==> src/rtl/tmac_uni_param.sv <==
// tmac_uni_param: parametrised unipolar temporal multiply-accumulate unit.
// Each channel turns its latched A operand into a stochastic stream by
// comparing it against a shared RNG word, and gates that stream with a unary
// time window of length B. Per-channel ones-counts are summed by a two-stage
// adder tree. The total is then either saturated or scaled by 1/NUM_CH.
// The result is presented as a binary word and as a unipolar bitstream.
module tmac_uni_param #(
    parameter int WIDTH  = 8,
    parameter int NUM_CH = 16,
    parameter int SCALED = 0
) (
    input  logic                    clk,
    input  logic                    rst_n,
    input  logic                    start,
    input  logic [NUM_CH*WIDTH-1:0] iA,
    input  logic [NUM_CH*WIDTH-1:0] iB,
    input  logic [WIDTH-1:0]        rngA,
    input  logic [WIDTH-1:0]        rngC,
    output logic                    busy,
    output logic                    done,
    output logic [WIDTH-1:0]        oRes,
    output logic                    oSat,
    output logic                    oC
);

    // Derived widths: each quarter of the tree sums NUM_CH/4 counters, and the
    // final total needs log2(NUM_CH) bits of headroom over a single counter.
    localparam int LOG_CH  = $clog2(NUM_CH);
    localparam int QUARTER = NUM_CH / 4;
    localparam int PW      = WIDTH + LOG_CH - 2;
    localparam int TW      = WIDTH + LOG_CH;

    typedef enum logic [1:0] {
        IDLE = 2'd0,
        RUN  = 2'd1,
        SUM1 = 2'd2,
        SUM2 = 2'd3
    } state_t;

    state_t            state_q, state_d;
    logic [WIDTH-1:0]  t_q, t_d;
    logic [WIDTH-1:0]  a_q   [NUM_CH];
    logic [WIDTH-1:0]  a_d   [NUM_CH];
    logic [WIDTH-1:0]  b_q   [NUM_CH];
    logic [WIDTH-1:0]  b_d   [NUM_CH];
    logic [WIDTH-1:0]  cnt_q [NUM_CH];
    logic [WIDTH-1:0]  cnt_d [NUM_CH];
    logic [PW-1:0]     part_q [4];
    logic [PW-1:0]     part_d [4];
    logic              busy_q, busy_d;
    logic              done_q, done_d;
    logic [WIDTH-1:0]  res_q, res_d;
    logic              sat_q, sat_d;

    logic [NUM_CH-1:0] prod;
    logic [PW-1:0]     part_sum [4];
    logic [TW-1:0]     total;
    logic [WIDTH-1:0]  res_next;
    logic              sat_next;

    // Per-channel product bit: inside the B-cycle window and A beats the RNG.
    always_comb begin
        prod = '0;
        for (int i = 0; i < NUM_CH; i++) begin
            prod[i] = (t_q < b_q[i]) && (a_q[i] > rngA);
        end
    end

    // First adder-tree stage: four partial sums over consecutive channel groups.
    always_comb begin
        part_sum = '{default: '0};
        for (int g = 0; g < 4; g++) begin
            for (int j = 0; j < QUARTER; j++) begin
                part_sum[g] = part_sum[g] + PW'(cnt_q[g*QUARTER + j]);
            end
        end
    end

    // Second adder-tree stage plus result shaping (saturate or divide by NUM_CH).
    always_comb begin
        total = TW'(part_q[0]) + TW'(part_q[1]) + TW'(part_q[2]) + TW'(part_q[3]);
        if (SCALED != 0) begin
            res_next = total[TW-1:LOG_CH];
            sat_next = 1'b0;
        end else begin
            sat_next = |total[TW-1:WIDTH];
            res_next = sat_next ? {WIDTH{1'b1}} : total[WIDTH-1:0];
        end
    end

    // Next-state logic for the run sequencer and all datapath registers.
    always_comb begin
        state_d = state_q;
        t_d     = t_q;
        a_d     = a_q;
        b_d     = b_q;
        cnt_d   = cnt_q;
        part_d  = part_q;
        busy_d  = busy_q;
        done_d  = 1'b0;
        res_d   = res_q;
        sat_d   = sat_q;

        case (state_q)
            IDLE: begin
                if (start) begin
                    state_d = RUN;
                    busy_d  = 1'b1;
                    t_d     = '0;
                    for (int i = 0; i < NUM_CH; i++) begin
                        a_d[i]   = iA[i*WIDTH +: WIDTH];
                        b_d[i]   = iB[i*WIDTH +: WIDTH];
                        cnt_d[i] = '0;
                    end
                end
            end

            RUN: begin
                for (int i = 0; i < NUM_CH; i++) begin
                    cnt_d[i] = cnt_q[i] + WIDTH'(prod[i]);
                end
                t_d = t_q + WIDTH'(1);
                if (t_q == {WIDTH{1'b1}}) begin
                    state_d = SUM1;
                end
            end

            SUM1: begin
                part_d  = part_sum;
                state_d = SUM2;
            end

            SUM2: begin
                res_d   = res_next;
                sat_d   = sat_next;
                done_d  = 1'b1;
                busy_d  = 1'b0;
                state_d = IDLE;
            end

            default: begin
                state_d = IDLE;
            end
        endcase
    end

    // State register: asynchronous active-low reset aborts any run in progress.
    always_ff @(posedge clk or negedge rst_n) begin
        if (!rst_n) begin
            state_q <= IDLE;
            t_q     <= '0;
            busy_q  <= 1'b0;
            done_q  <= 1'b0;
            res_q   <= '0;
            sat_q   <= 1'b0;
            for (int i = 0; i < NUM_CH; i++) begin
                a_q[i]   <= '0;
                b_q[i]   <= '0;
                cnt_q[i] <= '0;
            end
            for (int g = 0; g < 4; g++) begin
                part_q[g] <= '0;
            end
        end else begin
            state_q <= state_d;
            t_q     <= t_d;
            busy_q  <= busy_d;
            done_q  <= done_d;
            res_q   <= res_d;
            sat_q   <= sat_d;
            a_q     <= a_d;
            b_q     <= b_d;
            cnt_q   <= cnt_d;
            part_q  <= part_d;
        end
    end

    assign busy = busy_q;
    assign done = done_q;
    assign oRes = res_q;
    assign oSat = sat_q;
    assign oC   = (res_q > rngC);

endmodule

==> config.mk <==
export PLATFORM = sky130hd
export DESIGN_NAME = tmac_uni_param
export DESIGN_NICKNAME = d
export VERILOG_FILES = /design/src/rtl/tmac_uni_param.sv
export SDC_FILE = /design/constraint.sdc
export NUM_CORES = 1
export LEC_CHECK = 0
export CORE_MARGIN = 4
export CORE_UTILIZATION = 25
export DETAILED_ROUTE_END_ITERATION = 7
export HOLD_SLACK_MARGIN = 0.06
export PLACE_DENSITY_LB_ADDON = 0.08
export SKIP_LAST_GASP = 1
export SYNTH_ARGS = -nofsm -noshare
export SYNTH_HDL_FRONTEND = slang
export SYNTH_SLANG_ARGS = --single-unit
export TNS_END_PERCENT = 100
==> constraint.sdc <==
create_clock -name clk -period 3 [get_ports clk]
set_input_delay 0.45 -clock clk [delete_from_list [all_inputs] [get_ports clk]]
set_output_delay 0.45 -clock clk [all_outputs]
set_load 0.01 [all_outputs]
==> results_dict.tcl, run 1 <==
set metrics [dict create \
    run_status "finished, violations left" \
    violations "setup timing" \
    critical_path.max_stage_delay_ps 510 \
    vias 19200 \
    detail-route-antenna-nets 0 \
    synth_nets 3053 \
    grt_max_degree 101 \
    synth_edf_count 0 \
    path_buf_inv 4 \
    grt_pass1_wl_microns 126000 \
    arrival_ps 3910 \
    core-area_sq_um 107000 \
    syn_area_sq_um 26900 \
    wire_per_inst_microns 19.6 \
    cp_slowest_cell "fa_1" \
    busiest_layer "met2" \
    die_w_microns 336 \
    track_usage_pct 14.7 \
    dieHeight_microns 336 \
    grt.met2_usage_pct 25.1 \
    grt.overflow.total 0 \
    drv_cap 0 \
    place_hpwl_microns 64200 \
    first_pass_iters 4 \
    yosysUniqueCellTypes 56 \
    rows 120 \
    die_area_sq_um 113000 \
    io_buffers 286 \
    leakage_nw 17.4 \
    synth-seq-area-share_pct 41.4 \
    root_buffer "clkbuf_16" \
    async_flop_share_pct 100 \
    max_freq_mhz 298 \
    finalHoldViolCount 0 \
    routabilityCongestion 0.768 \
    cts_buffers 58 \
    area_delta_synth_final_pct 35.4 \
    worstSetupPathType "flip-flop to flip-flop" \
    final_common_cell "dfrtp_1" \
    grt_pass1_vias 20500 \
    syn_avg_cell_area_sq_um 11.4 \
    postSynthCellCount 2362 \
    yosys_warnings 0 \
    critPathRequiredTime_ps 3550 \
    rsz0062_at_grt "true" \
    finalCritPeriodShare_pct 112 \
    worst-path-max-fanout 9 \
    drive_gt1_share_pct 25.7 \
    place_ws_ps -558 \
    clk_pin_slew_ps 60 \
    period_minus_slack_ps 3360 \
    path_delay_family "adder cells" \
    nets 3566 \
    yosys_register_bits 445 \
    drt_iter0_markers 663 \
    initial_core_util_pct 25.1 \
    setup_violations 10 \
    use_met3_pct 2.73 \
    path_cells "inv_2 > fa_1 > fa_1 > inv_2 > ha_2 > inv_2 > fa_2 > nor2b_2 > o31a_2 > o221ai_4 > mux2_4 > o211ai_4 > buf_12 > o22a_1" \
    cellPowerDensity_nw_per_um2 903 \
    final_cell_mix "444 x dfrtp_1, 298 x ha_1, 284 x clkdlybuf4s50_1" \
    end_kind "flip-flop" \
    drv_slew 0 \
    io_pins 287 \
    fin_skew_ps 32.7 \
    setup_slack_ps -360 \
    grt_use_met1_pct 19.5 \
    tns_ps -3070 \
    slew_headroom_pct 58.0 \
    vias_per_cell 4.44 \
    ir_worst_vdd_uv 542 \
    clock_latency_ps 640 \
    start_kind "flip-flop" \
    holdWs_ps 334 \
    wirelength_microns 84800 \
    min_path_type "input port to async pin" \
    dominantRegCellSynth "dfrtp_1" \
    antenna_found_initial 10 \
    final_util_pct 34.1 \
    cts_sinks 445 \
    drc_errors 0 \
    clockBufferDepth 3 \
    worstMarginPinSlew_ps 627 \
    total_power_mw 32.9 \
    htreeDepth 2 \
    cpMostUsedCell "inv_2" \
    cts_tree "done" \
]
cell usage after synthesis (all sizes together), types with 2 or more instances:
library cell	count	area (sq um)
dfrtp	445	11100
ha	332	4150
mux2	262	2950
inv	240	901
nor2	154	578
a21o	90	677
xor2	89	780
a21oi	86	430
fa	84	1680
o21ai	71	355
nand4	68	425
nand2	61	229
nand3	56	280
buf	38	181
nand2b	36	225
a22o	33	289
xnor2	27	236
clkbuf	26	97.6
nor2b	22	138
and3	18	113
o21a	17	128
o22ai	16	100
o311a	15	150
mux2i	8	80.1
o22a	8	70.1
nor3	7	35.0
nand4b	4	35.0
o311ai	4	35.0
o31a	4	36.3
o31ai	4	30.0
or3	4	25.0
a211oi	3	22.5
a21boi	3	22.5
a31o	3	26.3
a31oi	3	18.8
nor3b	3	27.5
a221oi	2	17.5
a22oi	2	15.0
nand3b	2	15.0
or4b	2	20.0
metrics by stage:
stage	cells	instance area, sq um
after floorplan	2362	26900
after global placement	4199	33200
after detailed placement	4199	33200
after CTS	4313	35500
after global routing	4325	36400
final	4329	36400
layer usage:
layer	part of all wire, %	vias up
li1	-	9307
met1	45	9573
met2	49	255
met3	3.8	92
met4	2.1	14
met5	0.094	-
where the power goes:
part | switching (mW) | internal, mW
logic | 7.53 | 8.04
registers | 1.43 | 8.28
clock network | 2.89 | 4.69
worst paths after layout:
check	slack, ps	startpoint	cells past startpoint	to
max	-360	part_q[1]	14	oRes[0]
min	330	rst_n	2	a_q[103]
max reg2reg	-360	part_q[1]	14	oRes[0]
min reg2reg	490	part_q[7]	2	part_q[7]
max in group asynchronous	1830	rst_n	3	cnt_q[115]
min in group clk	420	iA[69]	2	a_q[61]
kinds of logic after synthesis:
group | after synthesis | share of synthesized area [%]
buffers and inverters | 304 | 4.39
muxes | 270 | 11.3
xor gates and xnor gates | 116 | 3.78
and+or+nand+nor | 442 | 8.17
adders and majority gates | 416 | 21.7
AOI/OAI and AO/OA | 369 | 9.26
DFF | 445 | 41.4
worst register-to-register path, delay by kind of cell (launching register included):
kind | cells | cell delay [ps]
AOI/OAI and AO/OA | 4 | 870
muxes | 1 | 330
DFF | 1 | 330
adders and majority gates | 4 | 1390
and+or+nand+nor | 1 | 50
buffers and inverters | 4 | 310
registers in the layout, indices dropped and copies added (netlist names):
register	count
oRes	8
part_q	40
a_q	128
busy	1
cnt_q	128
b_q	128
state_q	2
oSat	1
done	1
t_q	8
what timing repair did:
| action | in CTS | in global routing |
|---|---|---|
| pin swaps | 35 | 114 |
| hold buffers | 1 | 0 |
| gates cloned | 0 | 1 |
| setup buffers | 7 | 11 |
| endpoints found under the hold margin | 35 | 0 |
| resized for setup | 54 | 144 |
| setup endpoints to repair | 56 | 94 |
area by class of cell:
type / instances / area [sq um]
fill: 10800 / 70500
multi-input combinational: 1613 / 15500
sequential: 445 / 11100
timing repair buffer: 517 / 5030
tap: 1403 / 1760
clock buffer: 81 / 1700
inverter: 240 / 901
clock inverter: 26 / 367
antenna: 4 / 10.0
Power figures use the tool's default switching activity.
==> run 2, diff against run 1 <==
Settings changed: RECOVER_POWER set to 25.
==> run 2 against run 1 <==
The flow still finishes with violations (setup timing). Sequential share of layout area grew 0.084 points. Final cell count about the same. Sequential cell count stayed put. Register-to-register slack about the same. Total power about the same. Maximum frequency hardly changed. Final area shrank 0.27%. Largest cell class unchanged.
==> results_dict.tcl, run 2 (synthesis results as in run 1) <==
set metrics [dict create \
    run_status "finished, violations left" \
    violations "setup timing" \
    finalCritPeriodShare_pct 112 \
    grt.overflow.total 0 \
    die_w_microns 336 \
    worst-path-max-fanout 9 \
    drv_slew 0 \
    core-area_sq_um 107000 \
    cp_slowest_cell "fa_1" \
    vias_per_cell 4.45 \
    cts_tree "done" \
    grt_max_degree 101 \
    grt_pass1_vias 20500 \
    p_clk_share_pct 23.1 \
    clockBufferDepth 3 \
    ir_worst_vdd_uv 542 \
    cts_sinks 445 \
    leakage_nw 17.4 \
    cts_buffers 58 \
    final_common_cell "dfrtp_1" \
    setup_slack_ps -362 \
    slew_headroom_pct 5.69 \
    vias 19200 \
    setup_violations 11 \
    period_minus_slack_ps 3360 \
    first_pass_iters 4 \
    drv_cap 0 \
    switching_share_pct 36.1 \
    worstMarginPinSlew_ps 1410 \
    drive_gt1_share_pct 25.7 \
    comb_power_share_pct 47.4 \
    path_depth 14 \
    tns_ps -3090 \
    final_util_pct 34.0 \
    cpMostUsedCell "inv_2" \
    place_ws_ps -558 \
    holdPathStages 2 \
    final_cell_mix "444 x dfrtp_1, 298 x ha_1, 284 x clkdlybuf4s50_1" \
    clock_latency_ps 640 \
    multi_input_area_sq_um 15500 \
    min_path_type "input port to flip-flop" \
    max_freq_mhz 297 \
    finalHoldViolCount 0 \
    path_cells "inv_2 > fa_1 > fa_1 > inv_2 > ha_2 > inv_2 > fa_2 > nor2b_2 > o31a_2 > o221ai_4 > mux2_4 > o211ai_4 > buf_12 > o22a_1" \
    critical_path.max_stage_delay_ps 510 \
    htreeDepth 2 \
    track_usage_pct 14.7 \
    clk_pin_slew_ps 60 \
    fill_cells 10800 \
    end_kind "flip-flop" \
    antenna_found_initial 10 \
    detail-route-antenna-nets 0 \
    rows 120 \
    arrival_ps 3920 \
    die_area_sq_um 113000 \
    nets 3566 \
    reg_top3 "a_q (128), b_q (128), cnt_q (128)" \
    area_delta_synth_final_pct 35.0 \
    cellPowerDensity_nw_per_um2 905 \
    seq_power_share_pct 29.6 \
    start_kind "flip-flop" \
    power.internal_mw 21.0 \
    root_buffer "clkbuf_16" \
    path_delay_family "adder cells" \
    dieHeight_microns 336 \
    path_buf_inv 4 \
    rsz0062_at_grt "true" \
    seqCellArea_sq_um 11100 \
    wire_per_inst_microns 19.6 \
    drt_iter0_markers 671 \
    grt_pass1_wl_microns 126000 \
    io_pins 287 \
    wirelength_microns 84900 \
    drc_errors 0 \
    p_sw_mw 11.9 \
    io_buffers 286 \
    reg2regPathDepth 14 \
    critPathRequiredTime_ps 3550 \
    worstSetupPathType "flip-flop to flip-flop" \
    initial_core_util_pct 25.1 \
    place_hpwl_microns 64200 \
    routabilityCongestion 0.768 \
    fin_skew_ps 32.8 \
]
run 2: cell types whose count changed in the layout (fill, tap and decap cells not counted):
cell,previous run,this run
buf_8,2,1
clkbuf_1,8,10
buf_12,29,23
diode_2,4,3
buf_4,188,185
clkbuf_2,0,3
clkbuf_4,0,5
run 2: cell type report:
class	instances	area share, %
diodes	3	0.0207
clock buffers	81	4.68
clock inverters	26	1.01
inverters	240	2.48
multi-input cells	1613	42.7
flip-flops and latches	445	30.7
well taps	1403	4.83
repair buffers	517	13.6
run 2: stage by stage:
step,hold WS [ps],power [mW],cells,cell area (sq um)
2_1_floorplan,154,18.5,2362,26900
3_3_place_gp,419,24.3,4199,33200
3_5_place_dp,423,24.6,4199,33200
4_1_cts,313,32.8,4313,35500
5_1_grt,395,35.7,4325,36300
6_report,421,32.9,4328,36300
run 2: power by group through the flow:
stage	registers, mW	logic [mW]	clock network (mW)
after floorplan	9.44	9.08	0
after global placement	9.79	14.5	0
after detailed placement	9.83	14.7	0
after CTS	9.74	15.2	7.85
after global routing	9.99	17.6	8.10
final	9.72	15.6	7.58
run 2: final timing paths:
path / startpoint / to / slack [ps]
max: part_q[11] / oRes[0] / -360
min: iA[69] / a_q[61] / 420
max reg2reg: part_q[11] / oRes[0] / -360
min reg2reg: part_q[7] / part_q[7] / 480
max in group asynchronous: rst_n / t_q[1] / 530
min in group asynchronous: rst_n / a_q[103] / 670
run 2: timing repair:
item | CTS | global route
gates resized for setup | 54 | 144
gates cloned | 0 | 1
setup buffers | 7 | 11
setup endpoints to repair | 56 | 94
pin swaps | 35 | 114
hold endpoints to repair | 35 | 0
hold buffers | 1 | 0
run 2: per-layer routing:
layer	track usage [%]	wire length (microns)	vias to the layer above
li1	-	-	9305
met1	19.5	38100	9582
met2	25.1	41800	252
met3	2.73	3120	92
met4	3.47	1770	14
met5	0	87	-
run 2: worst reg2reg max path: cells and delay by family, from the launching register on:
kind / cells / cell delay (ps)
flip-flops: 1 / 370
AO/OA/AOI/OAI: 4 / 870
multiplexers: 1 / 330
adder cells (fa/ha/maj): 4 / 1330
buffers and inverters: 4 / 330
AND/OR/NAND/NOR: 1 / 50
==> run 3, diff against run 2 <==
Settings changed: CORE_MARGIN 4 to 8, CTS_CLUSTER_DIAMETER set to 60.
==> run 3 against run 2 <==
Clock skew decreased by 6.7 ps. Largest cell class unchanged. Register-to-register slack better by 40 ps. Worst hold slack improved by 18 ps. Clock power grew 14%. Final area is essentially flat. Die area rose by 4.8%. The flow finishes with violations (capacitance limit, slew limit, setup timing). Final cell count rose by 0.65%. Sequential share of layout area about the same. Wire length up 2.0%. Critical endpoint unchanged.
==> results_dict.tcl, run 3 (synthesis results as in run 1) <==
set metrics [dict create \
    track_usage_pct 14.5 \
    ir_worst_vdd_uv 552 \
    setup_slack_ps -323 \
    worstSetupPathType "flip-flop to flip-flop" \
    drive_gt1_share_pct 24.5 \
    slew_headroom_pct -69.8 \
    cts_sinks 445 \
    grt_max_degree 76 \
    initial_core_util_pct 25.1 \
    drt_iter0_markers 718 \
    drv_cap 1 \
    clockBufferDepth 3 \
    cts_tree "done" \
    run_status "finished, violations left" \
    worst-path-max-fanout 9 \
    final_common_cell "dfrtp_1" \
    place_ws_ps -628 \
    setup_violations 9 \
    first_pass_iters 4 \
    path_cells "inv_1 > fa_1 > fa_1 > inv_2 > ha_2 > inv_2 > fa_2 > nor2b_2 > o31a_2 > o221ai_4 > mux2_4 > o211ai_4 > buf_12 > o22a_1" \
    start_kind "flip-flop" \
    grt_pass1_wl_microns 131000 \
    reg_top3 "a_q (128), b_q (128), cnt_q (128)" \
    io_pins 287 \
    nets 3591 \
    violations "capacitance limit, slew limit, setup timing" \
    critical_path.max_stage_delay_ps 550 \
    place_hpwl_microns 66800 \
    drc_errors 0 \
    cts_buffers 70 \
    core-area_sq_um 107000 \
    period_minus_slack_ps 3320 \
    vias_per_cell 4.42 \
    routabilityCongestion 0.774 \
    holdWs_ps 440 \
    worstMarginPinSlew_ps 2550 \
    end_kind "flip-flop" \
    drv_slew 71 \
    max_freq_mhz 301 \
    tns_ps -2790 \
    min_path_type "input port to flip-flop" \
    htreeDepth 3 \
    dp_cells 4214 \
    leakage_nw 17.6 \
    clock_latency_ps 620 \
    rsz0062_at_grt "true" \
    antenna_found_initial 7 \
    detail-route-antenna-nets 0 \
    root_buffer "clkbuf_16" \
    fin_skew_ps 26.1 \
    io_buffers 286 \
    wire_per_inst_microns 19.9 \
    dieHeight_microns 344 \
    grt_pass1_vias 20900 \
    grt.overflow.total 0 \
    fill_cells 10700 \
    final_cell_mix "440 x dfrtp_1, 319 x ha_1, 284 x clkdlybuf4s50_1" \
    finalHoldViolCount 0 \
    critPathRequiredTime_ps 3550 \
    rows 120 \
    path_delay_family "adder cells" \
    cp_slowest_cell "fa_1" \
    fin_cells 4356 \
    clk_pin_slew_ps 60 \
    vias 19200 \
    cellPowerDensity_nw_per_um2 925 \
    wirelength_microns 86600 \
    finalCritPeriodShare_pct 111 \
    die_w_microns 344 \
    arrival_ps 3870 \
    die_area_sq_um 118000 \
    path_buf_inv 4 \
    total_power_mw 33.6 \
    area_delta_synth_final_pct 35.0 \
]
## run 3: cell count changes in the layout (fill, tap and decap cells not counted), moves of 6 or more
cell	previous run	this run
a21oi_1	64	73
clkbuf_16	60	74
a21oi_2	22	12
inv_6	1	7
buf_6	11	4
buf_4	185	203
nand3_1	33	51
ha_1	298	319
ha_4	26	5
nand3_2	20	5
## run 3: worst paths after layout
kind	start	to	slack (ps)	depth (start not counted)
min in group asynchronous	rst_n	cnt_q[47]	1170	2
max reg2reg	part_q[1]	oRes[0]	-320	14
max	part_q[1]	oRes[0]	-320	14
max in group asynchronous	rst_n	a_q[37]	160	3
min reg2reg	oSat	oSat	480	1
min	iB[102]	b_q[30]	440	2
## run 3: cell type report
type	instances	area, sq um	share of cell area, %
multi-input cells	1613	15000	41.3
flip-flops and latches	445	11100	30.7
repair buffers	530	5050	13.9
clock buffers	92	2010	5.54
well taps	1403	1760	4.84
inverters	240	905	2.49
clock inverters	30	427	1.18
diodes	3	7.51	0.0207
## run 3: power by group
part | internal [mW] | leakage, nW | switching [mW]
clock network | 5.49 | 1.19 | 3.14
logic | 7.86 | 10.9 | 7.31
registers | 8.30 | 5.56 | 1.47
total | 21.7 | 17.6 | 11.9
## run 3: stage by stage
step / cell area (sq um) / utilization, %
after CTS: 36000 / 33.7
after global routing: 36300 / 34.0
after detailed placement: 33400 / 31.2
after floorplan: 26900 / -
final: 36300 / 34.0
after global placement: 33400 / 31.2
## run 3: timing repair
item,4_1_cts,5_1_grt
hold endpoints to repair,56,0
setup endpoints to repair,56,73
pin swaps,20,35
hold buffers,1,0
buffers inserted,4,12
resized for setup,39,69
## run 3: routing by layer
metal / share of wire (%) / track usage (%) / up-vias
li1: - / - / 9350
met1: 45 / 19.1 / 9478
met2: 48 / 24.0 / 288
met3: 4.0 / 2.94 / 129
met4: 3.0 / 4.44 / 4
met5: 0.031 / 0 / -
